--- src/rtl/sn74ls31_syncdly.sv ---
// Clocked, tap-selectable delay stage with a non-retriggerable one-shot pulse
// on each delayed rising edge; sits behind the sn74ls31 delay elements.
module sn74ls31_syncdly #(
   parameter int unsigned DEPTH = 16,
   parameter int unsigned TAPW  = 4,
   parameter int unsigned PW    = 4,
   parameter int unsigned HO    = 2
) (
   input  logic            clk,
   input  logic            rst,
   input  logic            d,
   input  logic [TAPW-1:0] tap,
   input  logic            load,
   output logic            y,
   output logic            yn,
   output logic            pulse,
   output logic            busy
);

   localparam int unsigned CNT_MAX = (PW > HO) ? PW : HO;
   localparam int unsigned CNTW    = (CNT_MAX > 1) ? $clog2(CNT_MAX) : 1;

   localparam logic [TAPW-1:0] TAP_MAX = TAPW'(DEPTH - 1);
   localparam logic [CNTW-1:0] CNT_PW  = CNTW'(PW - 1);
   localparam logic [CNTW-1:0] CNT_HO  = CNTW'((HO > 0) ? HO - 1 : 0);
   localparam bit              HAS_HO  = (HO > 0);

   typedef enum logic [1:0] {
      S_IDLE    = 2'd0,
      S_PULSE   = 2'd1,
      S_HOLDOFF = 2'd2
   } state_t;

   logic [DEPTH-1:0] sr_q;
   logic [TAPW-1:0]  tap_q;
   logic [TAPW-1:0]  tap_clamped;
   logic             dly_prev;
   logic             sup;
   logic             rise;
   state_t           state_q;
   state_t           state_d;
   logic [CNTW-1:0]  cnt_q;
   logic [CNTW-1:0]  cnt_d;

   // Delay line: one stage per clock, d enters at stage 0
   always_ff @(posedge clk) begin
      if (rst) begin
         sr_q <= '0;
      end else begin
         sr_q <= {sr_q[DEPTH-2:0], d};
      end
   end

   // Out-of-range tap requests select the last stage
   always_comb begin
      tap_clamped = tap;
      if (tap > TAP_MAX) begin
         tap_clamped = TAP_MAX;
      end
   end

   // Tap register, previous-level history and post-load edge suppression
   always_ff @(posedge clk) begin
      if (rst) begin
         tap_q    <= '0;
         dly_prev <= 1'b0;
         sup      <= 1'b0;
      end else begin
         if (load) begin
            tap_q <= tap_clamped;
         end
         dly_prev <= y;
         sup      <= load;
      end
   end

   assign y    = sr_q[tap_q];
   assign yn   = ~y;
   // sup masks the apparent edge created when the tap moves onto a different level
   assign rise = y & ~dly_prev & ~sup;

   // FSM state register
   always_ff @(posedge clk) begin
      if (rst) begin
         state_q <= S_IDLE;
         cnt_q   <= '0;
      end else begin
         state_q <= state_d;
         cnt_q   <= cnt_d;
      end
   end

   // FSM next state; edges outside IDLE are dropped, never queued
   always_comb begin
      state_d = state_q;
      cnt_d   = cnt_q;
      case (state_q)
         S_IDLE: begin
            if (rise) begin
               state_d = S_PULSE;
               cnt_d   = CNT_PW;
            end
         end
         S_PULSE: begin
            if (cnt_q == '0) begin
               if (HAS_HO) begin
                  state_d = S_HOLDOFF;
                  cnt_d   = CNT_HO;
               end else begin
                  state_d = S_IDLE;
                  cnt_d   = '0;
               end
            end else begin
               cnt_d = cnt_q - CNTW'(1);
            end
         end
         S_HOLDOFF: begin
            if (cnt_q == '0) begin
               state_d = S_IDLE;
            end else begin
               cnt_d = cnt_q - CNTW'(1);
            end
         end
         default: begin
            state_d = S_IDLE;
            cnt_d   = '0;
         end
      endcase
   end

   // FSM outputs decoded straight from the state register
   always_comb begin
      pulse = 1'b0;
      busy  = 1'b0;
      case (state_q)
         S_PULSE: begin
            pulse = 1'b1;
            busy  = 1'b1;
         end
         S_HOLDOFF: begin
            busy = 1'b1;
         end
         default: begin
            pulse = 1'b0;
            busy  = 1'b0;
         end
      endcase
   end

endmodule

--- config.mk ---
export PLATFORM = sky130hd
export DESIGN_NAME = sn74ls31_syncdly
export DESIGN_NICKNAME = d
export VERILOG_FILES = /design/src/rtl/sn74ls31_syncdly.sv
export SDC_FILE = /design/constraint.sdc
export NUM_CORES = 1
export LEC_CHECK = 0
export BUFFER_PORTS_ARGS = -buffer_cell sky130_fd_sc_hd__buf_2
export CAP_MARGIN = 0
export CORE_MARGIN = 2
export CORE_UTILIZATION = 35
export DETAILED_ROUTE_END_ITERATION = 6
export HOLD_SLACK_MARGIN = 0.15
export PLACE_DENSITY = 0.57
export SLEW_MARGIN = 10
export SYNTH_ARGS = -nofsm -noshare
export SYNTH_HDL_FRONTEND = slang
export SYNTH_SLANG_ARGS = --single-unit
export TNS_END_PERCENT = 10
--- constraint.sdc ---
create_clock -name clk -period 2.7 [get_ports clk]
set_clock_uncertainty 0.1 [all_clocks]
set_input_delay 0.54 -clock clk [delete_from_list [all_inputs] [get_ports clk]]
set_output_delay 0.54 -clock clk [all_outputs]
set_load 0.005 [all_outputs]
==> flow_metrics.env <==
export IMPL_drive_above_1_share_pct=21.4
export IMPL_tns_ns=0
export IMPL_num_io_pins=12
export IMPL_fin_crit_sh_pct=90.8
export IMPL_synth_seq_cells=26
export IMPL_yosysTopAreaCell="dfxtp_1"
export IMPL_worstMarginPinSlew_ns=0.468
export IMPL_h_tree_depth=1
export IMPL_placed_area_um2=1190
export IMPL_hold_path_class="in -> reg"
export IMPL_grt_pass1_wl_mm=3.02
export IMPL_outcome="complete, no violations"
export IMPL_die_h_um=60.3
export IMPL_start_util_pct=36.7
export IMPL_fillerInstances=299
export IMPL_cts_setup_buffers=0
export IMPL_avgSynthCellArea_um2=10.4
export IMPL_dr_first_iter_drc_count=26
export IMPL_reg2reg_depth=5
export IMPL_die_width_um=60.3
export IMPL_setup_violations=0
export IMPL_leakage_uw=0.000518
export IMPL_regArea_um2=522
export IMPL_start_kind="register"
export IMPL_grt_usage_pct=11.3
export IMPL_grt_antenna_before_repair=0
export IMPL_multi_input_area_um2=533
export IMPL_ant_nets=0
export IMPL_routed_via_density=4.58
export IMPL_maxCapViolations=0
export IMPL_grt_pass1_vias=674
export IMPL_clkTransAtPathRegs_ns=0.14
export IMPL_cts_tree="built"
export IMPL_final_max_slew_viol_count=0
export IMPL_wirelength_mm=1.80
export IMPL_fin_area_um2=1230
export IMPL_hold_viol_final=0
export IMPL_async_reset_ff_share_pct=0
export IMPL_yosysSeqAreaShare_pct=46.9
export IMPL_core_area_um2=3030
export IMPL_cts_buffers=3
export IMPL_die_area_um2=3640
export IMPL_cts_root_buf="clkbuf_4"
export IMPL_rsz0062_at_grt="false"
export IMPL_antennaDiodeCount=0
export IMPL_wl_per_cell_um=11.2
export IMPL_grt_overflow=0
export IMPL_worstPathArrival_ns=1.81
export IMPL_cts_hold_buf=0
export IMPL_crit_fanout=8
export IMPL_yosysUniqueCellTypes=26
export IMPL_r2r_slack_ns=0.55
export IMPL_place_congestion=0.874
export IMPL_power_density_nw_per_um2=590
export IMPL_crit_path_end_kind="output port"
export IMPL_min_path_cells=2
export IMPL_dp_final_hpwl_mm=1.33
export IMPL_use_met2_pct=17.1
export IMPL_first_pass_iters=4
export IMPL_nNetsFinal=132
export IMPL_syn_cell_area_um2=1110
export IMPL_clock_sinks=26
export IMPL_synth_area_leaders="dfxtp_1 47%, nor2b_1 10%, ha_1 6.8%, mux2i_1 6.3%, mux2_2 4.1%"
export IMPL_synth_top_flop_cell="dfxtp_1"
export IMPL_clkLatencyLatePin_ns=0.31
export IMPL_drc=0
export IMPL_path_class="reg -> out"
export IMPL_worstPathRequired_ns=2.06
export IMPL_slew_headroom_pct=68.8
export IMPL_post_synth_top_count_cell="dfxtp_1"
export IMPL_synth_fp_nets=121
export IMPL_synth_top_cells_by_count="26 x dfxtp_1, 18 x nor2b_1, 11 x nor2_1"
export IMPL_top_usage_layer="met2"
export IMPL_routed_via_count=737
export IMPL_period_minus_slack_ns=2.45
export IMPL_ir_worst_vdd_mv=0.276
export IMPL_port_buffers=11
export IMPL_synth_edf_count=0
export IMPL_netlist_area_leader_share_pct=46.9
export IMPL_syn_instance_count=107
export IMPL_row_count=20
export IMPL_grtUsageMet1_pct=14.8
export IMPL_grt_max_degree=29
export IMPL_cts_buffer_depth=2
export IMPL_area_growth_pct=10.9
export IMPL_max_freq_ghz=0.408
export IMPL_use_met3_pct=3.03
export IMPL_yosysWarnings=0
-- cell families (layout without fill, tap and decap cells) --
logic type	Yosys count	in the layout	synth area share, %
AO/OA/AOI/OAI	13	13	9.92
adder cells (fa/ha/maj)	6	6	6.76
buffers and inverters	13	23	5.07
flip-flops	26	26	46.9
multiplexers	13	13	13.4
AND/OR/NAND/NOR	36	36	17.9
-- through the flow --
stage	cells	total power, uW	hold slack, ns	util [%]	setup slack [ns]
after floorplan	107	515	0.332	-	0.632
final	161	726	0.327	40.7	0.247
after CTS	161	734	0.322	40.6	0.0984
after detailed placement	157	543	0.354	39.4	0.422
after global routing	161	771	0.316	40.7	0.130
after global placement	157	539	0.355	39.4	0.481
-- state kept, by name (all words and copies together) (netlist names) --
name and flops:
sup 1, dly_prev 1, sr_q 16, state_q 2
tap_q 4, cnt_q 2
-- placed cells by master (no fill, tap or decap) --
| master | count |
|---|---|
| ha_1 | 6 |
| inv_1 | 8 |
| a311o_1 | 1 |
| nor2b_1 | 18 |
| o221ai_1 | 2 |
| buf_2 | 11 |
| nand2b_1 | 1 |
| o31ai_1 | 1 |
| mux2i_1 | 7 |
| mux4_2 | 1 |
| mux2_1 | 1 |
| o22a_1 | 1 |
| a21oi_1 | 2 |
| a221oi_1 | 1 |
| dfxtp_2 | 1 |
| nand2_1 | 3 |
| dfxtp_1 | 25 |
| or4_4 | 2 |
| clkbuf_8 | 1 |
| a31oi_1 | 1 |
| clkbuf_4 | 3 |
| nor2_1 | 11 |
| o21ai_0 | 1 |
| nor3_1 | 1 |
| a32oi_2 | 1 |
| mux2_2 | 4 |
| o221a_2 | 1 |
| a22o_1 | 1 |
-- worst max-delay path, stage by stage (launching register included) --
cell and delay (ns):
dfxtp_2 0.47, mux4_2 0.52, nor2_1 0.16, o22a_1 0.20, inv_1 0.04, buf_2 0.11
-- final timing paths --
path | startpoint | to
worst max-delay path | tap_q[0] | y
worst min-delay path | d | sr_q[0]
worst max register to register | tap_q[0] | cnt_q[1]
worst min register to register | sr_q[5] | sr_q[6]
-- cell type report --
class,count,share of cell area (%)
multi-input cells,68,43.3
flip-flops and latches,26,42.4
repair buffers,11,4.47
well taps,44,4.47
clock buffers,4,2.95
inverters,8,2.44
-- what timing repair did --
action	CTS	global route
endpoints found under the hold margin	0	0
gates resized for setup	0	1
setup endpoints to repair	0	1
-- layer usage --
metal / vias to the layer above / wire, um
met5: - / 0
met4: 0 / 24
met3: 2 / 76
met2: 12 / 865
met1: 344 / 830
li1: 379 / -
-- power by group --
group / internal (uW) / switching, uW
Clock: 82.3 / 109
Combinational: 56.3 / 59.4
Sequential: 402 / 16.6
Total: 541 / 185
Note: power is estimated with default switching activity, not from simulation.
